==> config.mk <==
export PLATFORM = sky130hd
export DESIGN_NAME = bk_add_arbiter
export DESIGN_NICKNAME = d
export VERILOG_FILES = /design/src/rtl/bk_add_arbiter.sv
export SDC_FILE = /design/constraint.sdc
export NUM_CORES = 1
export LEC_CHECK = 0
export ABC_AREA = 1
export CAP_MARGIN = 20
export CORE_UTILIZATION = 47
export DETAILED_ROUTE_END_ITERATION = 8
export GPL_TIMING_DRIVEN = 0
export MAX_ROUTING_LAYER = met4
export PLACE_DENSITY = 0.81
export SLEW_MARGIN = 20
export SYNTH_ARGS = -nofsm -noshare
export SYNTH_HDL_FRONTEND = slang
export SYNTH_SLANG_ARGS = --single-unit
==> constraint.sdc <==
create_clock -name clk -period 2.8 [get_ports clk]
set_input_delay 0.28 -clock clk [delete_from_list [all_inputs] [get_ports clk]]
set_output_delay 0.28 -clock clk [all_outputs]
set_load 0.1 [all_outputs]
==> src/rtl/bk_add_arbiter.sv <==
// Shared 32-bit Brent-Kung adder with round-robin arbitration among N_REQ requesters.
// Registered operands, multicycle settle, valid/ready result and per-requester carry store.

module bruntkung_adder (
    input  logic [31:0] a,
    input  logic [31:0] b,
    input  logic        cin,
    output logic [31:0] sum,
    output logic        cout
);
    localparam int unsigned W    = 32;
    localparam int unsigned LVLS = 5;

    logic [W-1:0] h;
    logic [W-1:0] g;
    logic [W-1:0] p;

    // Carry-in is folded into bit 0's generate, so prefix G terms are absolute carries.
    always_comb begin
        h    = a ^ b;
        g    = a & b;
        p    = h;
        g[0] = g[0] | (h[0] & cin);
        p[0] = 1'b0;
        for (int l = 1; l <= int'(LVLS); l++) begin
            for (int i = (1 << l) - 1; i < int'(W); i += (1 << l)) begin
                g[i] = g[i] | (p[i] & g[i - (1 << (l - 1))]);
                p[i] = p[i] & p[i - (1 << (l - 1))];
            end
        end
        for (int l = int'(LVLS) - 1; l >= 1; l--) begin
            for (int i = (1 << l) + (1 << (l - 1)) - 1; i < int'(W); i += (1 << l)) begin
                g[i] = g[i] | (p[i] & g[i - (1 << (l - 1))]);
                p[i] = p[i] & p[i - (1 << (l - 1))];
            end
        end
    end

    assign sum  = h ^ {g[W-2:0], cin};
    assign cout = g[W-1];
endmodule

module bk_add_arbiter #(
    parameter int unsigned N_REQ      = 2,
    parameter int unsigned SETTLE_CYC = 1
) (
    input  logic                clk,
    input  logic                rst_n,
    input  logic [N_REQ-1:0]    req,
    input  logic [32*N_REQ-1:0] a_in,
    input  logic [32*N_REQ-1:0] b_in,
    input  logic [N_REQ-1:0]    cin_in,
    input  logic [N_REQ-1:0]    chain,
    output logic [N_REQ-1:0]    gnt,
    output logic                busy,
    output logic                rsp_valid,
    output logic [2:0]          rsp_id,
    output logic [31:0]         rsp_sum,
    output logic                rsp_cout,
    input  logic                rsp_ready
);
    localparam int unsigned DW    = 32;
    localparam int unsigned IDX_W = $clog2(N_REQ);
    localparam int unsigned CNT_W = 4;
    localparam logic [IDX_W:0]   N_REQ_V  = (IDX_W + 1)'(N_REQ);
    localparam logic [IDX_W-1:0] LAST_IDX = IDX_W'(N_REQ - 1);
    localparam logic [CNT_W-1:0] CNT_INIT = CNT_W'(SETTLE_CYC - 1);

    typedef enum logic [1:0] {
        IDLE   = 2'd0,
        SETTLE = 2'd1,
        RESP   = 2'd2
    } state_e;

    state_e           state_q, state_d;
    logic [IDX_W-1:0] ptr_q, ptr_d;
    logic [CNT_W-1:0] cnt_q, cnt_d;
    logic [DW-1:0]    a_q, a_d;
    logic [DW-1:0]    b_q, b_d;
    logic             cin_q, cin_d;
    logic [IDX_W-1:0] id_q, id_d;
    logic [N_REQ-1:0] cstore_q, cstore_d;
    logic             rsp_valid_q, rsp_valid_d;
    logic [2:0]       rsp_id_q, rsp_id_d;
    logic [DW-1:0]    rsp_sum_q, rsp_sum_d;
    logic             rsp_cout_q, rsp_cout_d;

    logic [DW-1:0]    a_arr [N_REQ];
    logic [DW-1:0]    b_arr [N_REQ];
    logic             found_c;
    logic [IDX_W-1:0] win_c;
    logic [IDX_W:0]   scan_idx;
    logic [DW-1:0]    add_sum;
    logic             add_cout;

    for (genvar i = 0; i < int'(N_REQ); i++) begin : g_unpack
        assign a_arr[i] = a_in[DW*i +: DW];
        assign b_arr[i] = b_in[DW*i +: DW];
    end

    // Round-robin search starting at ptr_q, wrapping past N_REQ-1.
    always_comb begin
        found_c  = 1'b0;
        win_c    = '0;
        scan_idx = '0;
        for (int unsigned k = 0; k < N_REQ; k++) begin
            scan_idx = {1'b0, ptr_q} + (IDX_W + 1)'(k);
            if (scan_idx >= N_REQ_V) begin
                scan_idx = scan_idx - N_REQ_V;
            end
            if (!found_c && req[scan_idx[IDX_W-1:0]]) begin
                found_c = 1'b1;
                win_c   = scan_idx[IDX_W-1:0];
            end
        end
    end

    bruntkung_adder u_adder (
        .a    (a_q),
        .b    (b_q),
        .cin  (cin_q),
        .sum  (add_sum),
        .cout (add_cout)
    );

    always_comb begin
        state_d     = state_q;
        ptr_d       = ptr_q;
        cnt_d       = cnt_q;
        a_d         = a_q;
        b_d         = b_q;
        cin_d       = cin_q;
        id_d        = id_q;
        cstore_d    = cstore_q;
        rsp_valid_d = rsp_valid_q;
        rsp_id_d    = rsp_id_q;
        rsp_sum_d   = rsp_sum_q;
        rsp_cout_d  = rsp_cout_q;
        unique case (state_q)
            IDLE: begin
                if (found_c) begin
                    a_d     = a_arr[win_c];
                    b_d     = b_arr[win_c];
                    cin_d   = chain[win_c] ? cstore_q[win_c] : cin_in[win_c];
                    id_d    = win_c;
                    ptr_d   = (win_c == LAST_IDX) ? '0 : win_c + IDX_W'(1);
                    cnt_d   = CNT_INIT;
                    state_d = SETTLE;
                end
            end
            SETTLE: begin
                if (cnt_q == '0) begin
                    rsp_sum_d      = add_sum;
                    rsp_cout_d     = add_cout;
                    rsp_id_d       = 3'(id_q);
                    rsp_valid_d    = 1'b1;
                    cstore_d[id_q] = add_cout;
                    state_d        = RESP;
                end else begin
                    cnt_d = cnt_q - CNT_W'(1);
                end
            end
            RESP: begin
                if (rsp_valid_q && rsp_ready) begin
                    rsp_valid_d = 1'b0;
                    state_d     = IDLE;
                end
            end
            default: state_d = IDLE;
        endcase
    end

    always_ff @(posedge clk) begin
        if (!rst_n) begin
            state_q     <= IDLE;
            ptr_q       <= '0;
            cnt_q       <= '0;
            a_q         <= '0;
            b_q         <= '0;
            cin_q       <= 1'b0;
            id_q        <= '0;
            cstore_q    <= '0;
            rsp_valid_q <= 1'b0;
            rsp_id_q    <= '0;
            rsp_sum_q   <= '0;
            rsp_cout_q  <= 1'b0;
        end else begin
            state_q     <= state_d;
            ptr_q       <= ptr_d;
            cnt_q       <= cnt_d;
            a_q         <= a_d;
            b_q         <= b_d;
            cin_q       <= cin_d;
            id_q        <= id_d;
            cstore_q    <= cstore_d;
            rsp_valid_q <= rsp_valid_d;
            rsp_id_q    <= rsp_id_d;
            rsp_sum_q   <= rsp_sum_d;
            rsp_cout_q  <= rsp_cout_d;
        end
    end

    // Grant is the capture strobe itself, so it is suppressed while reset is applied.
    assign gnt       = (rst_n && state_q == IDLE && found_c) ? (N_REQ'(1) << win_c) : '0;
    assign busy      = (state_q != IDLE);
    assign rsp_valid = rsp_valid_q;
    assign rsp_id    = rsp_id_q;
    assign rsp_sum   = rsp_sum_q;
    assign rsp_cout  = rsp_cout_q;
endmodule

==> results.toml, run 1 <==
[status]
status = "finished, violations left"
violations = "DRC"

[power]
p_per_area_nw_per_um2 = 1070
power.total_mw = 8.44
ir_worst_vdd_mv = 0.598
leakagePower_nw = 3.48

[layout]
final_core_util = 0.681
drive_gt1_frac = 0.0696
nets = 1100
fin_area_um2 = 7880
diodes = 0
stdcell_count = 1062
fillerInstances = 1010
multi_input_area_um2 = 3020
seqCellArea_um2 = 2200
layout_commonest_cell = "nand2_1"
area_growth_pct = 40.0
final_cell_mix = "nand2_1, clkdlybuf4s50_1, nand3_1, dfxtp_1, inv_1"

[clocking]
clk_path_buf_depth = 2
cts_tree = "done"
root_buffer = "clkbuf_16"
htreeDepth = 3
cts.hold.buffers_added = 0
path_clk_slew_ps = 80
clock-sinks = 110
cts_buffers = 9
clock_latency_ps = 350

[global_routing]
grtUsageMet3 = 0.0425
grt_pass1_vias = 5313
groute.layer.met1.usage = 0.342
grt_max_degree = 19
grt_usage = 0.269
grt.busiest_layer = "met2"
grt-ovfl-total = 0
grt_use_met2 = 0.451
antenna_found_initial = 0
grt_pass1_wl_um = 25800

[worst_setup_path]
crit_arrival_ps = 2860
max_stage_delay_ps = 440
crit_chain = "inv_1 > fa_2 > inv_2 > fa_2 > nand2_1 > nand2_2 > nand3_2 > nand2_2 > nand2_2 > nand2_4 > nand2_1 > nand2_2 > nand2_1 > nand2_2 > nand2_1 > nand2_1 > fa_2 > nor2_1 > nor2_1"
crit_path_top_delay_cell = "fa_2"
r2r.worst_path.cells = 19
r2r_setup_slack_ps = 180
worstSetupPathType = "flip-flop to flip-flop"
crit_path_end_kind = "flip-flop"
start_kind = "flip-flop"
timing.rr.start = "a_q[0]"
crit_path_max_fanout = 5
cp.required_ps = 3040
r2r-end = "rsp_sum[30]"

[timing]
fin_crit_ps = 2620
hold_viol = 0
fin_crit_sh = 0.935
hold_ws_ps = 429
finalWorstSetupSlack_ps = 183
timing.fmax_mhz = 382
fin_setup_tns_ps = 0
fin_skew_ps = 12.0
setup_viol = 0
tightest_slew_ps = 1040
max-slew-margin-rel = 0.308
slew_violations = 0

[placement]
portBuffers = 173
gp_congestion = 0.836
dp_cells = 1041
pre_cts_slack_ps = -255
post-dp-hpwl_um = 12300
place_area_um2 = 7540

[die]
core_area_um2 = 11600
row_count = 39
die_w_um = 111
start_util = 0.486
die-area_um2 = 12400
ioPinCount = 177
fp.dieH_um = 111

[route]
wirelength_um = 15700
dr.pass1.iters = 8
ant_nets = 0
vias = 5381
drt_iter0_drc = 331
drc_errors = 26
viasPerCell = 5.07
wl_per_cell_um = 14.8

[worst_hold_path]
worstHoldPathCells = 3
min_to = "state_q[1]"
hold_class = "primary input to flip-flop"
min_from = "rst_n"

[synth]
syn_area_per_cell_um2 = 7.77
synth_cells = 724
ys.flop_type = "dfxtp_1"
synth_edf_count = 0
yosys_warnings = 0
synth_async_sr_flop_share = 0
syn-cell-area_um2 = 5630
synth_cell_types = 32
ys_seq_area_frac = 0.391
yosys_register_bits = 110

[run]
drv_cap = 0
-- what timing repair did --
action                                  in CTS  in global routing
pin swaps                                    0                  3
buffers inserted                             0                  5
resized for setup                            4                 11
endpoints found under the setup margin       3                 10
-- layout make-up --
class,instances,share of cell area
clock inverter,6,0.00572
clock buffer,10,0.0303
sequential,110,0.280
multi-input combinational,523,0.383
inverter,53,0.0253
timing repair buffer,178,0.223
tap,143,0.0227
buffer,39,0.0300
-- how the worst max path moves through the flow --
stage               start          end  slack [ps]  cells past startpoint
2_1_floorplan      a_q[0]  rsp_sum[30]         380                     19
3_3_place_gp       req[0]       gnt[0]        -230                      8
3_5_place_dp       req[0]       gnt[0]        -250                      8
4_1_cts        state_q[0]       gnt[0]          10                      8
5_1_grt            b_q[0]  rsp_sum[27]         -50                     18
6_report           a_q[0]  rsp_sum[30]         180                     19
-- logic make-up after synthesis --
kind of cell,count (synthesis),synth area share
adder cells (fa/ha/maj),49,0.132
AND/OR/NAND/NOR,356,0.271
XOR/XNOR,15,0.0234
multiplexers,2,0.00356
AO/OA/AOI/OAI,99,0.101
other,1,0.000667
buffers and inverters,92,0.0774
flip-flops,110,0.391
-- flip-flops by register name (all words and copies together) (netlist names) --
signal,flops
a_q,32
b_q,32
cin_q,1
cnt_q,4
cstore_q,2
id_q,1
ptr_q,1
rsp_cout,1
rsp_id,1
rsp_sum,32
rsp_valid,1
state_q,2
-- routing by layer --
layer / up-vias / part of all wire
met4: 0 / 0.011
met1: 2439 / 0.45
met5: - / 0
met2: 172 / 0.48
li1: 2757 / -
met3: 13 / 0.062
-- critical path, delay by kind of cell (launching register included) --
family / cells / cell delay, ps
flip-flops: 1 / 310
AND/OR/NAND/NOR: 14 / 1060
buffers and inverters: 2 / 120
adder cells (fa/ha/maj): 3 / 1010
-- synthesized netlist by cell type, drive strengths merged (10+ instances only) --
cell | n | share of area
nor2 | 42 | 0.031
ha | 32 | 0.071
clkbuf | 15 | 0.010
buf | 24 | 0.032
nand2 | 187 | 0.13
nand3 | 117 | 0.10
fa | 17 | 0.060
o21ai | 39 | 0.037
inv | 53 | 0.035
dfxtp | 110 | 0.39
o211ai | 12 | 0.016
a21oi | 35 | 0.031
xnor2 | 10 | 0.016
-- where the power goes --
part / internal (mW) / leakage, nW / switching (mW) / total (mW)
Combinational: 1.36 / 2.43 / 3.33 / 4.69
Sequential: 2.12 / 0.905 / 0.396 / 2.51
Clock: 0.636 / 0.143 / 0.600 / 1.24
Total: 4.11 / 3.48 / 4.33 / 8.44
Power figures use the tool's default switching activity.
==> inputs of run 2 (changes only) <==
- CORE_MARGIN: not set -> 4
==> results.toml, run 2 (synthesis results as in run 1) <==
[status]
status = "complete, no violations"

[run]
drv_cap = 0

[global_routing]
grt_max_degree = 19
grt_usage = 0.246
grt_pass1_wl_um = 26900
grt_pass1_vias = 5422
antenna_found_initial = 0
grt-ovfl-total = 0

[timing]
setup_viol = 0
finalWorstSetupSlack_ps = 175
max-slew-margin-rel = 0.309
timing.fmax_mhz = 381
hold_viol = 0
fin_skew_ps = 9.38
fin_crit_sh = 0.938
slew_violations = 0
tightest_slew_ps = 1030
fin_crit_ps = 2630

[worst_setup_path]
cpMostUsedCell = "nand2_2"
path_delay_family = "simple AND/OR/NAND/NOR gates"
start_kind = "flip-flop"
crit_path_max_fanout = 5
crit_arrival_ps = 2870
r2r.worst_path.cells = 19
max_stage_delay_ps = 400
cp.buffers_inverters = 2
crit_chain = "inv_2 > fa_2 > inv_2 > fa_2 > nand2_1 > nand2_2 > nand3_2 > nand2_2 > nand2_2 > nand2_4 > nand2_2 > nand2_2 > nand2_1 > nand2_2 > nand2_1 > nand2_1 > fa_1 > nor2_1 > nor2_1"
cp.required_ps = 3050
worstSetupPathType = "flip-flop to flip-flop"
crit_path_end_kind = "flip-flop"
cp_num_cells = 19
crit_path_top_delay_cell = "fa_1"

[route]
routed-wl-met2_um = 8020
vias = 5427
wl_per_cell_um = 15.7
wirelength_um = 16700
viasPerCell = 5.12
drt_iter0_drc = 252
drc_errors = 0
highest_layer = "met4"
dr_wl_met3_um = 1090
wl_met1_um = 7280
dr.pass1.iters = 5
ant_nets = 0

[layout]
drive_gt1_frac = 0.0687
final_cell_mix = "nand2_1, clkdlybuf4s50_1, nand3_1, dfxtp_1, inv_1"
area_growth_pct = 40.7
diodes = 0
nets = 1098
layout_commonest_cell = "nand2_1"
fillerInstances = 946
fin_area_um2 = 7920

[worst_hold_path]
hold_class = "primary input to flip-flop"
worstHoldPathCells = 3

[clocking]
root_buffer = "clkbuf_16"
path_clk_slew_ps = 80
htreeDepth = 3
cts.hold.buffers_added = 0
cts_tree = "done"
clock-sinks = 110
clk_path_buf_depth = 2
cts_buffers = 9
clock_latency_ps = 350

[power]
switchingPower_mw = 4.35
p_int_mw = 4.29
seqPwrFrac = 0.289
power_frac_comb = 0.546
leakagePower_nw = 3.49
sw_frac_of_total = 0.503
p_per_area_nw_per_um2 = 1090
power.total_mw = 8.64
ir_worst_vdd_mv = 0.450
clkPwrFrac = 0.165

[die]
core_area_um2 = 11600
die-area_um2 = 13800
start_util = 0.486
row_count = 39
die_w_um = 117
ioPinCount = 177
fp.dieH_um = 117

[placement]
post-dp-hpwl_um = 12900
portBuffers = 173
place_area_um2 = 7540
gp_congestion = 0.873
pre_cts_slack_ps = -270
==> run 2: routing by layer <==
| metal | GRT usage | up-vias |
|---|---|---|
| li1 | - | 2754 |
| met1 | 0.302 | 2484 |
| met2 | 0.412 | 167 |
| met3 | 0.0558 | 22 |
| met4 | 0.0645 | 0 |
| met5 | - | - |
==> run 2: worst min-delay path: stages <==
cell and delay (ps):
buf_2 160, inv_1 260, a21oi_1 70
==> run 2: layout make-up <==
cell class / instances / area [um2] / share of cell area
multi-input cells: 523 / 3020 / 0.381
flip-flops and latches: 110 / 2200 / 0.278
repair buffers: 176 / 1750 / 0.221
clock buffers: 10 / 239 / 0.0302
plain buffers: 39 / 236 / 0.0299
inverters: 53 / 199 / 0.0251
well taps: 143 / 179 / 0.0226
clock inverters: 6 / 92.6 / 0.0117
==> run 2: power groups by stage <==
| stage | Combinational [mW] | Clock [mW] | Sequential, mW |
|---|---|---|---|
| 2_1_floorplan | 1.71 | 0 | 4.16 |
| 3_3_place_gp | 4.62 | 0 | 2.50 |
| 3_5_place_dp | 4.68 | 0 | 2.52 |
| 4_1_cts | 4.71 | 1.43 | 2.49 |
| 5_1_grt | 5.07 | 1.49 | 2.56 |
| 6_report | 4.72 | 1.43 | 2.50 |
==> run 2: worst paths after layout <==
| path | startpoint | end | slack, ps |
|---|---|---|---|
| worst max-delay path | a_q[0] | rsp_sum[30] | 170 |
| worst min-delay path | rst_n | rsp_valid | 460 |
| worst max register to register | a_q[0] | rsp_sum[30] | 170 |
| worst min register to register | rsp_valid | rsp_valid | 490 |
==> run 2: through the flow <==
step	utilization	setup TNS, ps	hold slack [ps]	instances
after detailed placement	0.652	-492	476	1041
final	0.684	0	461	1060
after floorplan	-	0	393	725
after global placement	0.652	-461	467	1041
after global routing	0.684	-68.8	468	1060
after CTS	0.681	0	450	1057
==> run 2: repair_timing <==
item	CTS	global route
endpoints found under the setup margin	2	14
pin swaps	0	5
cloned	0	0
setup buffers	0	3
gates resized for setup	4	12
